File: src/rtl/input_datapath_pkg.sv
// Shared constants and receive-state encoding for the matrix operand datapaths.
package input_datapath_pkg;
  localparam int IN_WIDTH  = 64;
  localparam int OUT_WIDTH = 512;
  localparam int BEATS     = OUT_WIDTH / IN_WIDTH;
  localparam int CNT_W     = $clog2(BEATS) + 1;

  typedef enum logic [1:0] {
    IDLE    = 2'd0,
    COLLECT = 2'd1,
    FULL    = 2'd2
  } rx_state_e;
endpackage

File: src/rtl/input_datapath_if.sv
// Source-beat and assembled-block handshakes between upstream, datapath and loader.
interface input_datapath_if;
  import input_datapath_pkg::*;

  // Both channels: a transfer happens on a rising edge where valid && ready;
  // a producer holds valid and data stable until that transfer occurs.
  logic                 src_valid;
  logic [IN_WIDTH-1:0]  src_data;
  logic                 src_ready;
  logic                 out_valid;
  logic [OUT_WIDTH-1:0] out_data;
  logic                 out_ready;

  modport master (
    output src_valid, src_data, out_ready,
    input  src_ready, out_valid, out_data
  );

  modport slave (
    input  src_valid, src_data, out_ready,
    output src_ready, out_valid, out_data
  );
endinterface

File: src/rtl/input_datapath_beat_counter.sv
// Saturating count of beats captured into the current block.
module beat_counter
  import input_datapath_pkg::*;
(
  input  logic             clk,
  input  logic             reset,
  input  logic             clear,
  input  logic             inc,
  output logic [CNT_W-1:0] count,
  output logic             full
);
  logic [CNT_W-1:0] r_count;

  always_ff @(posedge clk) begin
    if (reset || clear) begin
      r_count <= '0;
    end else if (inc && (r_count != CNT_W'(BEATS))) begin
      r_count <= r_count + CNT_W'(1);
    end
  end

  assign count = r_count;
  assign full  = (r_count == CNT_W'(BEATS));
endmodule

File: src/rtl/input_datapath.sv
// Assembles BEATS upstream words, MSB slice first, into one block for the loader.
module input_datapath
  import input_datapath_pkg::*;
(
  input  logic             clk,
  input  logic             reset,
  input  logic             enable,
  input  logic             abort,
  input_datapath_if.slave  bus,
  output logic [CNT_W-1:0] beat_count,
  output logic             rx_done,
  output rx_state_e        dbg_state
);
  rx_state_e            r_state;
  rx_state_e            w_next;
  logic                 r_src_ready;
  logic                 r_out_valid;
  logic                 r_rx_done;
  logic [OUT_WIDTH-1:0] r_out_data;
  logic [CNT_W-1:0]     w_count;
  logic                 w_full;
  logic                 w_accept;
  logic                 w_last;
  logic                 w_handoff;
  logic                 w_clear;

  // Abort wins over a beat presented in the same cycle, including the last one.
  assign w_accept  = (r_state == COLLECT) && r_src_ready && bus.src_valid && !abort;
  assign w_last    = w_accept && (w_count == CNT_W'(BEATS - 1));
  assign w_handoff = (r_state == FULL) && r_out_valid && bus.out_ready;
  assign w_clear   = ((r_state == COLLECT) && abort) || w_handoff;

  beat_counter u_beat_counter (
    .clk   (clk),
    .reset (reset),
    .clear (w_clear),
    .inc   (w_accept),
    .count (w_count),
    .full  (w_full)
  );

  always_comb begin
    w_next = r_state;
    case (r_state)
      IDLE:    if (enable) w_next = COLLECT;
      COLLECT: begin
        if (abort)       w_next = IDLE;
        else if (w_last) w_next = FULL;
      end
      FULL:    if (w_handoff) w_next = enable ? COLLECT : IDLE;
      default: w_next = IDLE;
    endcase
  end

  // Handshake outputs are registered decodes of the next state.
  always_ff @(posedge clk) begin
    if (reset) begin
      r_state     <= IDLE;
      r_src_ready <= 1'b0;
      r_out_valid <= 1'b0;
      r_rx_done   <= 1'b0;
      r_out_data  <= '0;
    end else begin
      r_state     <= w_next;
      r_src_ready <= (w_next == COLLECT);
      r_out_valid <= (w_next == FULL);
      r_rx_done   <= w_handoff;
      for (int k = 0; k < BEATS; k++) begin
        if (w_accept && (w_count == CNT_W'(k))) begin
          r_out_data[OUT_WIDTH-1-k*IN_WIDTH -: IN_WIDTH] <= bus.src_data;
        end
      end
    end
  end

  assign bus.src_ready = r_src_ready;
  assign bus.out_valid = r_out_valid;
  assign bus.out_data  = r_out_data;
  assign beat_count    = w_count;
  assign rx_done       = r_rx_done;
  assign dbg_state     = r_state;

  logic w_unused;
  assign w_unused = w_full;
endmodule
File: src/flat_wrapper.sv
// flat-port wrapper written by rule: the top's interface ports become plain ports
module input_datapath_flat import input_datapath_pkg::*;
  (clk, reset, enable, abort, beat_count, rx_done, dbg_state, bus_src_valid, bus_src_data, bus_out_ready, bus_src_ready, bus_out_valid, bus_out_data);
  input_datapath_if bus_i ();
  input  logic clk;
  input  logic reset;
  input  logic enable;
  input  logic abort;
  output logic [CNT_W-1:0] beat_count;
  output logic rx_done;
  output rx_state_e dbg_state;
  input wire logic [$bits(bus_i.src_valid)-1:0] bus_src_valid;
  input wire logic [$bits(bus_i.src_data)-1:0] bus_src_data;
  input wire logic [$bits(bus_i.out_ready)-1:0] bus_out_ready;
  output wire logic [$bits(bus_i.src_ready)-1:0] bus_src_ready;
  output wire logic [$bits(bus_i.out_valid)-1:0] bus_out_valid;
  output wire logic [$bits(bus_i.out_data)-1:0] bus_out_data;
  assign bus_i.src_valid = bus_src_valid;
  assign bus_i.src_data = bus_src_data;
  assign bus_i.out_ready = bus_out_ready;
  assign bus_src_ready = bus_i.src_ready;
  assign bus_out_valid = bus_i.out_valid;
  assign bus_out_data = bus_i.out_data;
  input_datapath u_core (.clk(clk), .reset(reset), .enable(enable), .abort(abort), .bus(bus_i), .beat_count(beat_count), .rx_done(rx_done), .dbg_state(dbg_state));
endmodule
File: config.mk
export PLATFORM = sky130hd
export DESIGN_NAME = input_datapath_flat
export DESIGN_NICKNAME = d
export VERILOG_FILES = /design/src/rtl/input_datapath_pkg.sv /design/src/rtl/input_datapath_if.sv /design/src/rtl/input_datapath_beat_counter.sv /design/src/rtl/input_datapath.sv /design/src/flat_wrapper.sv
export SDC_FILE = /design/constraint.sdc
export NUM_CORES = 1
export LEC_CHECK = 0
export BUFFER_PORTS_ARGS = -buffer_cell sky130_fd_sc_hd__buf_4
export CAP_MARGIN = 10
export CORE_MARGIN = 2
export CORE_UTILIZATION = 25
export CTS_BUF_LIST = sky130_fd_sc_hd__clkbuf_8
export CTS_CLUSTER_DIAMETER = 40
export DETAILED_ROUTE_END_ITERATION = 6
export PLACE_DENSITY_LB_ADDON = 0.3
export REMOVE_ABC_BUFFERS = 1
export SETUP_SLACK_MARGIN = 0.4
export SYNTH_ARGS = -nofsm -noshare
export SYNTH_HDL_FRONTEND = slang
export SYNTH_HIERARCHICAL = 1
export SYNTH_SLANG_ARGS = --single-unit
File: constraint.sdc
create_clock -name clk -period 3.1 [get_ports clk]
set_input_delay 0.62 -clock clk [delete_from_list [all_inputs] [get_ports clk]]
set_output_delay 0.62 -clock clk [all_outputs]
set_load 0.02 [all_outputs]
==> out/summary.log <==
INFO  critical_path  path_cells=nor3b_1, nand3_4, buf_12, mux2i_1
INFO  synthesis      post_synth_num_cell_types=33
INFO  status         run_status=completed
INFO  critical_path  cp-start-kind=flop
INFO  route          post_drt_wl_per_cell=18.6um
INFO  sta            final.setup_skew=41.5ps
INFO  critical_path  timing.reg2reg.setup_slack=840ps
INFO  route          drcViolationCount=0
INFO  sta            rsz_0062_raised_after_global_routing=false
INFO  grt            global_route_wire_length_before_repair=98200um
INFO  critical_path  path_class=flop to flop
INFO  placed_design  post_place_setup_slack=731ps
INFO  floorplan      placementRows=105
INFO  critical_path  worst_path_largest_cell_delay=590ps
INFO  grt            grt_antenna_before_repair=0
INFO  sta            timing.hold.ws=205ps
INFO  critical_path  worstPathRequired=3610ps
INFO  synthesis      summed_instance_area_of_the_synthesized_netlist=20700squm
INFO  finish         insertedDiodeCount=0
INFO  clock_network  clk_root_buffer_cell=sky130_fd_sc_hd__clkbuf_8
INFO  critical_path  r2r_start=u_core/u_beat_counter/count[1]
INFO  sta            slew_headroom=0.418
INFO  clock_network  clock_tree.htree_level_count=3
INFO  floorplan      initial_utilization=0.252
INFO  grt            track_usage=0.150
INFO  sta            final_max_slew_viol_count=0
INFO  power          p_leak=14.3nW
INFO  power          power_switching=3.35mW
INFO  route          drt-pass1-iter-count=4
INFO  critical_path  setup.worst_path.end_class=flop
INFO  synthesis      synth.largest_area_cell=sky130_fd_sc_hd__dfxtp_1
INFO  route          antenna_violating_nets_post_route=0
INFO  floorplan      die_ht=292um
INFO  power          power.ir.vdd_worst=0.289mV
INFO  floorplan      die_ar=85000squm
INFO  sta            final-setup-viol-count=0
INFO  critical_path  cp_data_arrival_time=2770ps
INFO  finish         fin_cells=3534
INFO  synthesis      async_reset_ff_frac=0
INFO  clock_network  clock_transition_time_at_the_flip_flop_clock_pins_of_the_worst_setup_and_hold_paths=60ps
INFO  sta            worstMarginPinSlew=873ps
INFO  critical_path  worst-path-max-fanout=29
INFO  placed_design  dp_hpwl=42900um
INFO  finish         post_route_cells_drive_above_1_share=0.322
INFO  finish         design.final.nets=2459
INFO  sta            finalHoldViolations=0
INFO  grt            grt_max_degree=101
INFO  clock_network  postCtsSetupBuffers=0
INFO  sta            post-route-worst-setup-slack=843ps
INFO  route          routed_wirelength=65800um
INFO  placed_design  instance_area_at_placement=25800squm
INFO  route          post_drt_via_cell_ratio=4.18
INFO  power          combinational_share_of_power=0.034
INFO  floorplan      core_region_area=82000squm
INFO  placed_design  gpl.final_weighted_congestion=0.771
INFO  grt            first_global_vias=15.5k
INFO  finish         finish.instance_area=28000squm
INFO  floorplan      chipWidth=292um
INFO  clock_network  postCtsResizedCells=0
INFO  clock_network  longest_clk_path_bufs=3
INFO  placed_design  dp_cells=3354
INFO  worst_hold_path hold_path_class=input port to flop
INFO  grt            globalRouteOverflowTotal=0
INFO  finish         multiInputGateArea=9150squm
INFO  critical_path  setup.worst_path.start=u_core/u_beat_counter/count[1]
INFO  finish         register_area=10400squm
INFO  run            max_cap_viol_count=0
INFO  worst_hold_path startpoint_of_the_tightest_hold_check_path=bus_out_ready
INFO  clock_network  clk-insertion-delay-late=680ps
INFO  synthesis      number_of_enable_type_register_cells_in_the_synthesized_netlist=0
INFO  power          switching_share=0.233
INFO  synthesis      syn_avg_cell_area=11.2squm
INFO  clock_network  cts_tree=done
INFO  clock_network  holdBufCountCts=0
INFO  synthesis      netlist_instances=1848
INFO  power          internal_power_contribution=11.0mW
INFO  synthesis      yosysWarningCount=6
INFO  route          dr.first_iter.drc_count=535
INFO  clock_network  cts_buffers=101
INFO  synthesis      yosysTopAreaCellShare=0.505
INFO  finish         layout.filler_cells=8316
INFO  placed_design  port_buffers=590
INFO  floorplan      floorplan.io_pins=591
INFO  power          share_seq_of_total_power=0.467
INFO  sta            timing_limited_maximum_frequency=0.443GHz
INFO  power          power_density=514nW/um^2
INFO  power          clock_power_share=0.498
INFO  route          via_count=14.8k
INFO  synthesis      ys_dominant_reg_cell=sky130_fd_sc_hd__dfxtp_1
INFO  sta            final_period_minus_worst_setup_slack=2260ps
INFO  synthesis      ys_seq_elements=521
INFO  synthesis      synth_seq_area_share=0.505
INFO  synthesis      synth.top_cells.by_area=sky130_fd_sc_hd__dfxtp_1 50%, sky130_fd_sc_hd__mux2i_1 25%, sky130_fd_sc_hd__nand2b_1 17%
INFO  sta            fin_crit_sh=0.728
INFO  finish         postLayoutCoreUtil=0.341
INFO  clock_network  cts.sinks=521
INFO  finish         layout-area-overhead-vs-synth=35.4%
INFO  critical_path  cp_max_stage_cell=sky130_fd_sc_hd__nor3b_1
==> cell usage after synthesis (2+ instances only) <==
cell,instances
sky130_fd_sc_hd__nand3_1,3
sky130_fd_sc_hd__a21oi_1,2
sky130_fd_sc_hd__dfxtp_1,521
sky130_fd_sc_hd__nor3b_1,2
sky130_fd_sc_hd__nand2b_1,576
sky130_fd_sc_hd__and3_1,4
sky130_fd_sc_hd__buf_1,54
sky130_fd_sc_hd__a221oi_1,2
sky130_fd_sc_hd__clkbuf_1,62
sky130_fd_sc_hd__inv_1,3
sky130_fd_sc_hd__mux2i_1,512
sky130_fd_sc_hd__buf_4,4
sky130_fd_sc_hd__nor3_1,2
sky130_fd_sc_hd__o21ai_0,3
sky130_fd_sc_hd__buf_2,16
sky130_fd_sc_hd__nand3_2,7
sky130_fd_sc_hd__buf_6,52
sky130_fd_sc_hd__a21boi_0,2
sky130_fd_sc_hd__ha_1,2
sky130_fd_sc_hd__nand2_1,4
sky130_fd_sc_hd__and3b_1,2
sky130_fd_sc_hd__a21bo_2,2
==> path summary, 6_finish.rpt <==
path                            depth (start not counted)                        to
worst max-delay path                                    4  u_core/bus.out_data[339]
worst min-delay path                                    3            u_core/rx_done
worst max register to register                          4  u_core/bus.out_data[339]
worst min register to register                          2  u_core/bus.out_data[399]
==> sequential cells by signal, summed over array words and instances, names as in the netlist <==
| name | cells |
|---|---|
| u_core/bus.src_ready | 1 |
| u_core/u_beat_counter/count | 4 |
| u_core/bus.out_data | 512 |
| u_core/rx_done | 1 |
| u_core/dbg_state | 2 |
| u_core/bus.out_valid | 1 |
==> cells by family after synthesis <==
group | share of synthesized area
fa+ha+maj | 0.00121
xor+xnor | 0.000424
flops | 0.505
mux | 0.248
compound gates | 0.00430
simple gates | 0.186
buf+inv | 0.0555
==> stage by stage <==
stage          setup TNS, ps  power [mW]
2_1_floorplan          -8430        7.08
3_3_place_gp               0        7.35
3_5_place_dp               0        7.36
4_1_cts                    0        14.6
5_1_grt                    0        15.0
6_report                   0        14.4
==> routing by layer <==
layer	up-vias	global-route usage	part of all wire
met1	7054	0.173	0.41
met5	-	0	0
met2	461	0.262	0.49
li1	7150	-	-
met3	117	0.0438	0.070
met4	0	0.0515	0.025
==> critical path: cells and delay by family (launching register included) <==
family | cells | cell delay [ps]
mux | 1 | 160
buf+inv | 1 | 350
flops | 1 | 480
simple gates | 2 | 1050
==> power groups by stage <==
stage | clock network [mW] | registers, mW | logic [mW]
finish | 7.16 | 6.71 | 0.494
global placement | 0 | 6.86 | 0.497
detailed placement | 0 | 6.86 | 0.501
floorplan | 0 | 6.87 | 0.218
global route | 7.75 | 6.71 | 0.532
CTS | 7.43 | 6.71 | 0.502
==> cell type report <==
| class | instances | share of cell area |
|---|---|---|
| sequential | 521 | 0.373 |
| multi-input combinational | 1135 | 0.327 |
| timing repair buffer | 624 | 0.175 |
| clock buffer | 122 | 0.0600 |
| tap | 1070 | 0.0478 |
| clock inverter | 58 | 0.0165 |
| inverter | 4 | 0.000537 |
==> layout by cell type (no fill, tap or decap), drive strengths merged, types with 6 or more instances in the layout <==
cell type and count:
dfxtp 521, nand3 10, clkinvlp 7, bufinv 6, clkinv 15, buf 624, clkbuf 122, nand2b 576
inv 34, mux2i 512
Note: power is estimated with default switching activity, not from simulation.
